--- src/rtl/rr_arb_pkg.sv ---
`default_nettype none
// ============================================================================
//  Module      : rr_arb_pkg
//  Description : Shared sizes and FSM state encoding for the 8-way
//                round-robin arbiter.
//  Revision    : 1.0 - initial release
// ============================================================================
package rr_arb_pkg;

    // Number of requesters; tied to the width of the 8-to-3 encoder.
    localparam int N     = 8;
    // Width of the encoded grant index.
    localparam int IDX_W = 3;

    // Arbiter states.
    typedef enum logic [0:0] {
        IDLE  = 1'b0,
        GRANT = 1'b1
    } state_t;

endpackage : rr_arb_pkg
`default_nettype wire

--- src/rtl/prio_pick8.sv ---
`default_nettype none
// ============================================================================
//  Module      : prio_pick8
//  Description : Combinational 8-to-3 priority encoder. Returns the index of
//                the highest set bit and a valid flag when any bit is set.
//  Revision    : 1.0 - initial release
// ============================================================================
module prio_pick8
    import rr_arb_pkg::*;
(
    input  logic [N-1:0]     req,
    output logic [IDX_W-1:0] idx,
    output logic             valid
);

    // Ascending scan so the highest set bit is the last one written.
    always_comb begin
        idx   = '0;
        valid = |req;
        for (int i = 0; i < N; i++) begin
            if (req[i]) begin
                idx = IDX_W'(i);
            end
        end
    end

endmodule : prio_pick8
`default_nettype wire

--- src/rtl/rr_arbiter8.sv ---
`default_nettype none
// ============================================================================
//  Module      : rr_arbiter8
//  Description : Eight-requester round-robin arbiter with registered one-hot
//                and encoded grant, rotating priority and an optional limit
//                on consecutive grant cycles per tenure.
//  Revision    : 1.0 - initial release
// ============================================================================
module rr_arbiter8
    import rr_arb_pkg::*;
#(
    parameter int MAX_HOLD = 4,   // 0 = unlimited tenure
    parameter int CNT_W    = 4    // must be wide enough to hold MAX_HOLD
) (
    input  logic             clk,
    input  logic             rst_n,
    input  logic             en,
    input  logic [N-1:0]     req,
    output logic [N-1:0]     gnt,
    output logic [IDX_W-1:0] gnt_idx,
    output logic             gnt_valid
);

    localparam logic [N-1:0]     C_ONE_N    = N'(1);
    localparam logic [CNT_W-1:0] C_CNT_ONE  = CNT_W'(1);
    localparam logic [CNT_W-1:0] C_HOLD_MAX = CNT_W'(MAX_HOLD);

    state_t           r_state;
    state_t           w_state_nxt;
    logic [N-1:0]     r_gnt;
    logic [N-1:0]     w_gnt_nxt;
    logic [IDX_W-1:0] r_gnt_idx;
    logic [IDX_W-1:0] w_gnt_idx_nxt;
    logic [IDX_W-1:0] r_last;
    logic [IDX_W-1:0] w_last_nxt;
    logic [CNT_W-1:0] r_hold_cnt;
    logic [CNT_W-1:0] w_hold_cnt_nxt;

    logic             w_cur_drop;
    logic             w_timeout;
    logic             w_tenure_end;
    logic [N-1:0]     w_req_eff;
    logic [N-1:0]     w_mask;
    logic [IDX_W-1:0] w_masked_idx;
    logic             w_masked_valid;
    logic [IDX_W-1:0] w_raw_idx;
    logic             w_raw_valid;
    logic [IDX_W-1:0] w_pick;

    // The current holder is excluded from the next pick only if it released
    // its request; on a timeout it stays eligible so a lone requester is
    // re-granted without a gap.
    assign w_cur_drop   = (r_state == GRANT) && !req[r_gnt_idx];
    assign w_req_eff    = req & ~(w_cur_drop ? (C_ONE_N << r_gnt_idx) : '0);
    assign w_timeout    = (MAX_HOLD != 0) && (r_hold_cnt == C_HOLD_MAX);
    assign w_tenure_end = w_cur_drop || w_timeout;

    // Only requesters strictly below the last winner get first chance.
    assign w_mask = w_req_eff & ((C_ONE_N << r_last) - C_ONE_N);

    prio_pick8 u_pick_masked (
        .req   (w_mask),
        .idx   (w_masked_idx),
        .valid (w_masked_valid)
    );

    prio_pick8 u_pick_raw (
        .req   (w_req_eff),
        .idx   (w_raw_idx),
        .valid (w_raw_valid)
    );

    assign w_pick = w_masked_valid ? w_masked_idx : w_raw_idx;

    // State, grant and bookkeeping registers.
    always_ff @(posedge clk or negedge rst_n) begin
        if (!rst_n) begin
            r_state    <= IDLE;
            r_gnt      <= '0;
            r_gnt_idx  <= '0;
            r_last     <= '0;
            r_hold_cnt <= '0;
        end else begin
            r_state    <= w_state_nxt;
            r_gnt      <= w_gnt_nxt;
            r_gnt_idx  <= w_gnt_idx_nxt;
            r_last     <= w_last_nxt;
            r_hold_cnt <= w_hold_cnt_nxt;
        end
    end

    // Next-state and next-grant decision.
    always_comb begin
        w_state_nxt    = r_state;
        w_gnt_nxt      = r_gnt;
        w_gnt_idx_nxt  = r_gnt_idx;
        w_last_nxt     = r_last;
        w_hold_cnt_nxt = r_hold_cnt;

        case (r_state)
            IDLE: begin
                if (en && w_raw_valid) begin
                    w_state_nxt    = GRANT;
                    w_gnt_nxt      = C_ONE_N << w_pick;
                    w_gnt_idx_nxt  = w_pick;
                    w_last_nxt     = w_pick;
                    w_hold_cnt_nxt = C_CNT_ONE;
                end else begin
                    w_gnt_nxt     = '0;
                    w_gnt_idx_nxt = '0;
                end
            end
            GRANT: begin
                if (!w_tenure_end) begin
                    if (r_hold_cnt != '1) begin
                        w_hold_cnt_nxt = r_hold_cnt + C_CNT_ONE;
                    end
                end else if (en && w_raw_valid) begin
                    w_gnt_nxt      = C_ONE_N << w_pick;
                    w_gnt_idx_nxt  = w_pick;
                    w_last_nxt     = w_pick;
                    w_hold_cnt_nxt = C_CNT_ONE;
                end else begin
                    w_state_nxt    = IDLE;
                    w_gnt_nxt      = '0;
                    w_gnt_idx_nxt  = '0;
                    w_hold_cnt_nxt = '0;
                end
            end
            default: begin
                w_state_nxt    = IDLE;
                w_gnt_nxt      = '0;
                w_gnt_idx_nxt  = '0;
                w_hold_cnt_nxt = '0;
            end
        endcase
    end

    assign gnt       = r_gnt;
    assign gnt_idx   = r_gnt_idx;
    assign gnt_valid = |r_gnt;

    // The grant vector is never allowed to name two requesters at once.
    a_gnt_onehot0 : assert property (@(posedge clk) disable iff (!rst_n) $onehot0(gnt));

endmodule : rr_arbiter8
`default_nettype wire
--- config.mk ---
export PLATFORM = sky130hd
export DESIGN_NAME = rr_arbiter8
export DESIGN_NICKNAME = d
export VERILOG_FILES = /design/src/rtl/rr_arb_pkg.sv /design/src/rtl/prio_pick8.sv /design/src/rtl/rr_arbiter8.sv
export SDC_FILE = /design/constraint.sdc
export NUM_CORES = 1
export LEC_CHECK = 0
export ABC_AREA = 0
export CAP_MARGIN = 10
export CORE_ASPECT_RATIO = 1.4
export CORE_MARGIN = 1.5
export CORE_UTILIZATION = 54
export DETAILED_ROUTE_END_ITERATION = 6
export PLACE_DENSITY_LB_ADDON = 0.15
export SYNTH_ARGS = -nofsm -noshare
export SYNTH_HDL_FRONTEND = slang
export SYNTH_SLANG_ARGS = --single-unit
--- constraint.sdc ---
create_clock -name clk -period 4.35 [get_ports clk]
set_clock_uncertainty 0.15 [all_clocks]
set_input_delay 0.87 -clock clk [delete_from_list [all_inputs] [get_ports clk]]
set_output_delay 0.87 -clock clk [all_outputs]
set_load 0.005 [all_outputs]
==> summary.md <==
| Metric | Value |
|---|---|
| Setup tns final | 0 ps |
| Drt via density | 6.38 |
| CTS root buffer | clkbuf_4 |
| Routed Antenna Nets | 0 |
| Detailed Route Iter0 Violations | 23 |
| CTS tree | yes |
| Router iterations before antenna repair | 4 |
| CP startpoint kind | primary input |
| Final period util | 0.639 |
| Wire per inst | 15.4 um |
| Placed wire-length estimate | 1.93 mm |
| Post-synth ARST share | 1.00 |
| Post-CTS Resized | 0 |
| # IOs | 23 |
| Total gr overflow | 0 |
| Total global-route track usage | 0.239 |
| Maximum VDD drop | 0.575 mV |
| Vias in the first global route | 1,029 |
| RSZ-0062 raised after global routing | no |
| Final setup vio count | 0 |
| Max_cap viols | 0 |
| Yosys reg bits | 19 |
| Most frequent cells in the layout | clkdlybuf4s50_1 (22), dfrtp_1 (19), nand2_1 (17) |
| Layout area overhead | 19.8% |
| Synthesis Warnings | 0 |
| Register area share after synthesis | 0.404 |
| EDFF count, synth | 0 |
| Largest net degree at the start of global routing | 22 |
| Post-Layout Inst Area | 1410 um2 |
| Synth unique cells | 40 |
| DRC Markers | 0 |
| HP Class | reg -> reg |
| Nets | 167 |
| Routed WL | 2.67 mm |
| WHS Path Cells | 2 |
| Post-Syn Area | 1180 um2 |
| Die Footprint | 2470 um2 |
| Placeable core region | 2020 um2 |
| Post-DP Area | 1380 um2 |
| CTS Buf Count | 3 |
| Power Total | 0.943 mW |
| Post-Syn Nets | 146 |
| Initial antenna violation count | 0 |
| H-tree level count | 1 |
| Diodes inserted | 0 |
| Placement Rows | 19 |
| Fmax | 0.360 GHz |
| P_leak | 0.575 nW |
| CP arrival | 2790 ps |
| Global placer's final weighted congestion | 0.891 |
| Critical Path RT | 4360 ps |
| Reg2Reg Depth | 5 |
| Die Wd | 42.5 um |
| Crit path kind | in -> reg |
| Commonest non-fill, non-tap cell in the layout | clkdlybuf4s50_1 |
| Worst-Margin Slew | 819 ps |
| Worst-Skew Late Latency | 300 ps |
| CP Max Fanout | 10 |
| Post-Synthesis Cells | 133 |
| Clock Pin Slew Worst Setup and Hold Paths | 100 ps |
| Cts hold-fix bufs | 0 |
| Share of cells above drive strength 1 | 0.0392 |
| Slew Viols, Final | 0 |
| First-pass GRT wire length | 4.49 mm |
| Status | finished, final reports clean |
| CTS Buffer Depth | 2 |
| Port Buffer Count | 22 |
| Vias after detailed routing | 1,110 |
| Tmin final | 2780 ps |
| Post-CTS Setup Bufs | 0 |
| Top_reg_cell synth | dfrtp_1 |
| Crit end category | flop |
| Final Hold Vio Count | 0 |
| Syn Area/Cell | 8.85 um2 |
| Starting Density | 0.583 |
| Power Dens Cells | 669 nW/um2 |
| Slew headroom | 0.452 |
| Die H | 58.3 um |
| # clock sinks | 19 |
[synthesized netlist by cell type (all sizes together), types with 2 or more instances]
cell	instances	area, um2
mux2i	4	40.0
o22ai	4	25.0
a22oi	2	15.0
nand3	3	15.0
buf	5	36.3
o211ai	3	22.5
nor4	3	18.8
nor2	7	26.3
dfrtp	19	475
nor2b	3	18.8
inv	4	15.0
o21ai	14	70.1
ha	2	25.0
and3	2	12.5
nand2b	3	18.8
a32o	4	40.0
o31ai	5	37.5
a21oi	8	40.0
nand2	17	63.8
nand3b	3	22.5
[sequential cells by signal, summed over array words and instances, names as in the netlist]
name        cells
gnt_idx         3
gnt             8
r_state         1
r_last          3
r_hold_cnt      4
[per-stage QoR]
step	utilization	hold slack [ps]	setup WS, ps	std cells
3_5_place_dp	0.685	356	1300	170
6_report	0.698	384	1570	174
5_1_grt	0.698	416	1410	174
4_1_cts	0.698	379	1590	174
3_3_place_gp	0.685	351	1310	170
2_1_floorplan	-	341	1980	133
[layer usage]
metal / part of all wire / track usage / up-vias
met5: 0 / 0 / -
met4: 0.038 / 0.143 / 0
met3: 0.033 / 0.0249 / 12
met2: 0.50 / 0.415 / 33
met1: 0.43 / 0.280 / 529
li1: - / - / 536
[critical path, cell delays in order]
cell and delay, ps:
clkdlybuf4s50_1 630, a21oi_1 100, o21ai_0 290, a211oi_1 110, a21oi_1 580, o31ai_1 210
[where the power goes]
group | internal, mW | switching (mW)
registers | 0.246 | 0.0971
clock network | 0.0358 | 0.0527
logic | 0.259 | 0.252
[cells by family (layout without fill, tap and decap cells)]
kind of cell / after synthesis / after routing / share of synthesized area
compound gates: 48 / 48 / 0.266
fa+ha+maj: 2 / 2 / 0.0213
buf+inv: 10 / 30 / 0.0467
mux: 5 / 5 / 0.0468
xor+xnor: 1 / 1 / 0.00744
flops: 19 / 19 / 0.404
simple gates: 48 / 48 / 0.208
[final cells by class]
cell class / count / area (um2)
repair buffers: 22 / 220
clock buffers: 4 / 26.3
inverters: 4 / 15.0
fillers: 160 / 611
multi-input cells: 104 / 647
well taps: 21 / 26.3
flip-flops and latches: 19 / 475
[final timing paths]
path	endpoint	from	slack, ps
hold / removal	gnt[1]	gnt[1]	380
hold reg to reg	gnt[1]	gnt[1]	380
min in group asynchronous	r_hold_cnt[1]	rst_n	880
max in group asynchronous	gnt[3]	rst_n	2660
setup / recovery	gnt[7]	req[6]	1570
setup reg to reg	gnt[3]	gnt_idx[0]	2230
No activity file was read; power rests on OpenSTA's default activity.
